## config.mk

```make
export PLATFORM = sky130hd
export DESIGN_NAME = pipereg_em_param
export DESIGN_NICKNAME = d
export VERILOG_FILES = /design/src/rtl/pipereg_em_param.sv
export SDC_FILE = /design/constraint.sdc
export NUM_CORES = 1
export LEC_CHECK = 0
export CAP_MARGIN = 20
export CELL_PAD_IN_SITES_DETAIL_PLACEMENT = 0
export CELL_PAD_IN_SITES_GLOBAL_PLACEMENT = 2
export CORE_MARGIN = 2
export CORE_UTILIZATION = 23
export CTS_CLUSTER_DIAMETER = 40
export DETAILED_ROUTE_END_ITERATION = 10
export PLACE_DENSITY = 0.81
export SLEW_MARGIN = 5
export SYNTH_ARGS = -nofsm -noshare
export SYNTH_HDL_FRONTEND = slang
export SYNTH_SLANG_ARGS = --single-unit
```

## constraint.sdc

```tcl
create_clock -name clk -period 2.33 [get_ports clk]
set_input_delay 0.3495 -clock clk [delete_from_list [all_inputs] [get_ports clk]]
set_output_delay 0.3495 -clock clk [all_outputs]
set_load 0.1 [all_outputs]
```

## src/rtl/pipereg_em_param.sv

```systemverilog
// Execute-to-Memory pipeline register, DEPTH cascaded stages, with stall/flush,
// in-flight result forwarding lookup and a saturating bubble counter.
module pipereg_em_param #(
  parameter int XLEN    = 32,
  parameter int RADDR_W = 5,
  parameter int DEPTH   = 1,
  parameter int CNT_W   = 16
) (
  input  logic               clk,
  input  logic               rst_n,
  input  logic               stallE,
  input  logic               flushE,
  input  logic               validE,
  input  logic               regwriteE,
  input  logic               memtoregE,
  input  logic               memwriteE,
  input  logic [XLEN-1:0]    aluoutE,
  input  logic [XLEN-1:0]    writedataE,
  input  logic [RADDR_W-1:0] writeregE,
  output logic               validM,
  output logic               regwriteM,
  output logic               memtoregM,
  output logic               memwriteM,
  output logic [XLEN-1:0]    aluoutM,
  output logic [XLEN-1:0]    writedataM,
  output logic [RADDR_W-1:0] writeregM,
  input  logic [RADDR_W-1:0] fwdqry,
  output logic               fwdhit,
  output logic [XLEN-1:0]    fwddata,
  output logic [CNT_W-1:0]   bubblecnt
);

  if (DEPTH < 1 || DEPTH > 4) begin : g_bad_depth
    $fatal(1, "pipereg_em_param: DEPTH must be in 1..4");
  end

  function automatic logic [CNT_W-1:0] sat_inc(input logic [CNT_W-1:0] v);
    return (v == {CNT_W{1'b1}}) ? v : v + CNT_W'(1);
  endfunction

  // Index 0 is stage 1 (youngest), index DEPTH-1 drives the M outputs.
  logic               vld_q [DEPTH];
  logic               rw_q  [DEPTH];
  logic               mr_q  [DEPTH];
  logic               mw_q  [DEPTH];
  logic [XLEN-1:0]    alu_q [DEPTH];
  logic [XLEN-1:0]    wd_q  [DEPTH];
  logic [RADDR_W-1:0] wr_q  [DEPTH];
  logic [CNT_W-1:0]   cnt_q;

  logic               vld_d, rw_d, mr_d, mw_d;
  logic [XLEN-1:0]    alu_d, wd_d;
  logic [RADDR_W-1:0] wr_d;
  logic [CNT_W-1:0]   cnt_d;

  // Stage-1 next state: flush beats stall; control is masked by validE.
  always_comb begin
    vld_d = vld_q[0];
    rw_d  = rw_q[0];
    mr_d  = mr_q[0];
    mw_d  = mw_q[0];
    alu_d = alu_q[0];
    wd_d  = wd_q[0];
    wr_d  = wr_q[0];
    if (flushE) begin
      vld_d = 1'b0;
      rw_d  = 1'b0;
      mr_d  = 1'b0;
      mw_d  = 1'b0;
      alu_d = '0;
      wd_d  = '0;
      wr_d  = '0;
    end else if (!stallE) begin
      vld_d = validE;
      rw_d  = regwriteE & validE;
      mr_d  = memtoregE & validE;
      mw_d  = memwriteE & validE;
      alu_d = aluoutE;
      wd_d  = writedataE;
      wr_d  = writeregE;
    end
    cnt_d = flushE ? sat_inc(cnt_q) : cnt_q;
  end

  always_ff @(posedge clk or negedge rst_n) begin
    if (!rst_n) begin
      for (int k = 0; k < DEPTH; k++) begin
        vld_q[k] <= 1'b0;
        rw_q[k]  <= 1'b0;
        mr_q[k]  <= 1'b0;
        mw_q[k]  <= 1'b0;
        alu_q[k] <= '0;
        wd_q[k]  <= '0;
        wr_q[k]  <= '0;
      end
      cnt_q <= '0;
    end else begin
      vld_q[0] <= vld_d;
      rw_q[0]  <= rw_d;
      mr_q[0]  <= mr_d;
      mw_q[0]  <= mw_d;
      alu_q[0] <= alu_d;
      wd_q[0]  <= wd_d;
      wr_q[0]  <= wr_d;
      for (int k = 1; k < DEPTH; k++) begin
        if (!stallE) begin
          vld_q[k] <= vld_q[k-1];
          rw_q[k]  <= rw_q[k-1];
          mr_q[k]  <= mr_q[k-1];
          mw_q[k]  <= mw_q[k-1];
          alu_q[k] <= alu_q[k-1];
          wd_q[k]  <= wd_q[k-1];
          wr_q[k]  <= wr_q[k-1];
        end
      end
      cnt_q <= cnt_d;
    end
  end

  assign validM     = vld_q[DEPTH-1];
  assign regwriteM  = rw_q[DEPTH-1];
  assign memtoregM  = mr_q[DEPTH-1];
  assign memwriteM  = mw_q[DEPTH-1];
  assign aluoutM    = alu_q[DEPTH-1];
  assign writedataM = wd_q[DEPTH-1];
  assign writeregM  = wr_q[DEPTH-1];
  assign bubblecnt  = cnt_q;

  // Scan oldest to youngest so the youngest matching stage wins; loads are skipped.
  always_comb begin
    fwdhit  = 1'b0;
    fwddata = '0;
    for (int k = DEPTH - 1; k >= 0; k--) begin
      if (vld_q[k] && rw_q[k] && !mr_q[k] && (wr_q[k] == fwdqry) && (fwdqry != '0)) begin
        fwdhit  = 1'b1;
        fwddata = alu_q[k];
      end
    end
  end

endmodule

```

* Yosys cells after proc, flatten, opt, wreduce, memory -nomap -nowiden
Index checks and enable logic that the tools add are counted.
Word-level totals: register bits after elaboration 89, input bits 82, logic and storage cells 39
Cells by class: add/subtract/negate cells 1, eq/ne operators 3, mux-type cells 16, bitwise operators 4, reductions and logical operators 7
Operators by type and width (count):
- $mux W32 | 5
- $add A16 B1 Y16 const B | 1
- $eq A16 B16 Y1 const B | 1
- $mux W5 | 2
- $mux W1 | 9
- $eq A5 B5 Y1 | 1
- $reduce_bool A5 Y1 | 1
- $logic_and A1 B1 Y1 | 4
- $and A1 B1 Y1 | 3
- $ne A2 B1 Y1 const B | 1
- $reduce_and A2 Y1 | 1
- $logic_not A1 Y1 | 1
- $not A1 Y1 | 1

* Longest topological paths before layout
depth after elaboration 5, mapped depth 6, mapped depth without buffers 5

* Worst setup path after synthesis
OpenSTA, ideal clock, no wires.
path kind register -> output, start point register wr_q (netlist bit writeregM[1]), end point output fwddata[22], arrival time 3537 ps, required time 1980 ps, setup slack -1557 ps, cell stages (with the launch flop) 6, path buffers 1, cell sequence dfrtp_1 > xnor2_1 > nand4b_1 > a211oi_1 > clkbuf_1 > and2_1
Between the ends: cells in the longest elaborated chain, start to end 4
RTL lines:
- from (decl) | line 48 | logic [RADDR_W-1:0] wr_q [DEPTH];
- from (signal, indexed assignment) | line 113 | wr_q[k] <= wr_q[k-1];
- $eq A5 B5 Y1 | line 134 | if (vld_q[k] && rw_q[k] && !mr_q[k] && (wr_q[k] == fwdqry) && (fwdqry != '0)) begin
- $logic_and A1 B1 Y1 (2 in a row) | line 134
- $mux W32 | line 134
- to (decl) | line 29 | output logic [XLEN-1:0] fwddata,
Every way passes these cells.

* Final worst setup path
start point register wr_q (netlist bit writeregM[1]), end point output fwddata[16]
Same word-level chain as after synthesis.

==> results.sh <==
export IMPL_outcome="finished with violations"
export IMPL_failed_checks="setup timing"
export IMPL_num_rows=48
export IMPL_design_die_area_mm2=0.0183
export IMPL_io_pins=204
export IMPL_wl_per_cell_um=15.3
export IMPL_worst_r2r_cell_count=5
export IMPL_tightestPinTransition_ns=0.844
export IMPL_crit_start="writeregM[1]"
export IMPL_fin_hold_ws_ns=0.0335
export IMPL_grt_pass1_wl_mm=19.2
export IMPL_slew_headroom=0.437
export IMPL_rsz0062_at_grt="true"
export IMPL_synthFlopType="dfrtp_1"
export IMPL_grtUsageMet2=0.234
export IMPL_gr_usage_met3=0.0389
export IMPL_root_buffer="clkbuf_16"
export IMPL_netlist_top_cells_area="dfrtp_1 56%, mux2i_1 17%, nor2_1 7.3%, and2_1 5.2%, xnor2_1 2.6%"
export IMPL_fin_crit_ns=2.38
export IMPL_via_per_inst=4.32
export IMPL_cellPowerDensity_mw_per_mm2=759
export IMPL_cp_end_kind="primary output"
export IMPL_ir_drop_mv=0.396
export IMPL_cts_hold_buf=0
export IMPL_drt_wl_total_mm=12.1
export IMPL_cp_required_ns=1.98
export IMPL_avgSynthCellArea_um2=11.2
export IMPL_syn_nets=438
export IMPL_cts_tree="built"
export IMPL_num_nets_final=643
export IMPL_fmax_ghz=0.420
export IMPL_drtIter0Drc=119
export IMPL_final_cell_area_mm2=0.00691
export IMPL_nFillCells=1656
export IMPL_use_met1=0.158
export IMPL_dp_slack_ns=-0.0103
export IMPL_diodes=0
export IMPL_yosysTopAreaCell="dfrtp_1"
export IMPL_dieHeight_um=135
export IMPL_synth_most_common_cell="dfrtp_1"
export IMPL_finalSetupViolCount=25
export IMPL_maxCapViolCount=0
export IMPL_hold_viol_final=0
export IMPL_critical_path_max_fanout=17
export IMPL_synth_yosys_seq_area_share=0.561
export IMPL_cp_endpoint="fwddata[16]"
export IMPL_grt_max_degree=77
export IMPL_antenna_found_initial=0
export IMPL_dp_hpwl_mm=8.65
export IMPL_globalplace_congestion=0.702
export IMPL_multiInputGateArea_mm2=0.00175
export IMPL_ant_nets=0
export IMPL_r2r_end="bubblecnt[1]"
export IMPL_yosys_warnings=0
export IMPL_top_usage_layer="met2"
export IMPL_syn_area_mm2=0.00397
export IMPL_die_width_um=135
export IMPL_final_seq_area_mm2=0.00225
export IMPL_power_mw=5.25
export IMPL_post_route_period_util=1.02
export IMPL_cp_start_kind="flop"
export IMPL_grt_overflow=0
export IMPL_synth_cell_types=32
export IMPL_final_core_util=0.405
export IMPL_slew_violations=0
export IMPL_portBuffers=203
export IMPL_htree_levels=3
export IMPL_area_growth_pct=74.1
export IMPL_synth_cells=355
export IMPL_grt_util_all_layers=0.133
export IMPL_cts_made_buffers=9
export IMPL_clock_skew_ns=0.00316
export IMPL_synth_commonest_cells="89 x dfrtp_1, 77 x nor2_1, 69 x mux2i_1"
export IMPL_holdCritPathClass="input pin to asynchronous set/reset pin"
export IMPL_setup_ws_ns=-0.0505
export IMPL_reg2reg_from="bubblecnt[0]"
export IMPL_initial_core_util=0.233
export IMPL_grt_pass1_vias=3684
export IMPL_postPlaceCellArea_mm2=0.00644
export IMPL_ys_ff_latch=89
export IMPL_synth_top_area_share=0.561
export IMPL_clk_latency_ns=0.34
export IMPL_drive_gt1_frac=0.373
export IMPL_cts_buffer_depth=2
export IMPL_asyncSetResetFlopFracSynth=1.00
export IMPL_coreArea_mm2=0.0171
export IMPL_worstSetupPathType="flop to primary output"
export IMPL_cts_sinks=89
export IMPL_path_clk_slew_ns=0.06
export IMPL_vias=3411
export IMPL_critical_path_arrival_ns=2.03
export IMPL_synth_edff_count=0
export IMPL_p_leak_nw=3.29
export IMPL_post_route_drc_count=0
export IMPL_dr_pass1_iters=4
export IMPL_reg2reg_slack_ns=0.38
## per-stage QoR
step,std cells,TNS [ns]
after CTS,790,-0.00861
after floorplan,355,0
after global routing,790,-2.41
after detailed placement,767,-0.0103
after global placement,767,0
final,790,-0.942
## critical path: stages, from the launching register on
cell	delay, ns
dfrtp_4	0.50
xnor2_2	0.15
nand4b_1	0.16
a211oi_4	0.23
buf_4	0.16
buf_12	0.13
and2_2	0.18
buf_12	0.17
## sequential cells by signal (all words and copies together) (netlist names)
name and cells:
writedataM 32, memwriteM 1, memtoregM 1, aluoutM 32, validM 1, writeregM 5, bubblecnt 16, regwriteM 1
## routing by layer
metal  share of wire  vias to the layer above
li1                -                     1600
met2            0.50                      116
met4           0.011                        0
met3           0.068                       12
met5               0                        -
met1            0.42                     1683
## layout by cell type (no fill, tap or decap), drive strengths merged, types with 3 or more instances in the layout
| master | netlist | layout |
|---|---|---|
| buf | 12 | 135 |
| dfrtp | 89 | 89 |
| nor2 | 77 | 77 |
| clkdlybuf4s50 | 0 | 74 |
| mux2i | 69 | 69 |
| and2 | 33 | 33 |
| xnor2 | 12 | 12 |
| clkbuf | 8 | 12 |
| nand2 | 9 | 9 |
| nand4 | 9 | 9 |
| nand3 | 6 | 6 |
| and3 | 4 | 4 |
| a21oi | 4 | 4 |
| bufinv | 0 | 4 |
| dlygate4sd2 | 0 | 4 |
| a22oi | 3 | 3 |
## timing repair
action	4_1_cts	5_1_grt
resized for setup	7	12
pin swaps	4	1
cloned	2	0
endpoints found under the setup margin	32	33
setup buffers	5	1
endpoints found under the hold margin	0	0
## layout make-up
class	count	area share
timing repair buffer	214	0.327
clock buffer	11	0.0337
clock inverter	5	0.0185
multi-input combinational	246	0.254
sequential	89	0.326
tap	225	0.0407
## kinds of logic (layout without fill, tap and decap cells)
logic type               count (synthesis)  in the layout  synth area share
AO/OA/AOI/OAI                           12             12            0.0199
XOR/XNOR                                14             14            0.0309
adder cells (fa/ha/maj)                  1              1           0.00315
buffers and inverters                   20            230            0.0227
flip-flops                              89             89             0.561
multiplexers                            71             71             0.181
AND/OR/NAND/NOR                        148            148             0.182
## report_power, final
part,total (mW),internal [mW],switching [mW]
registers,1.83,1.68,0.145
clock network,1.76,1.16,0.600
logic,1.67,0.440,1.23
total,5.25,3.28,1.97
## how the worst min path moves through the flow
stage,startpoint,to,slack [ns]
2_1_floorplan,rst_n,aluoutM[0],0.05
3_5_place_dp,rst_n,writedataM[11],0.43
4_1_cts,rst_n,writedataM[11],0.05
3_3_place_gp,rst_n,writedataM[13],0.42
6_report,rst_n,writedataM[11],0.03
5_1_grt,rst_n,writedataM[11],0.07
Power figures use the tool's default switching activity.
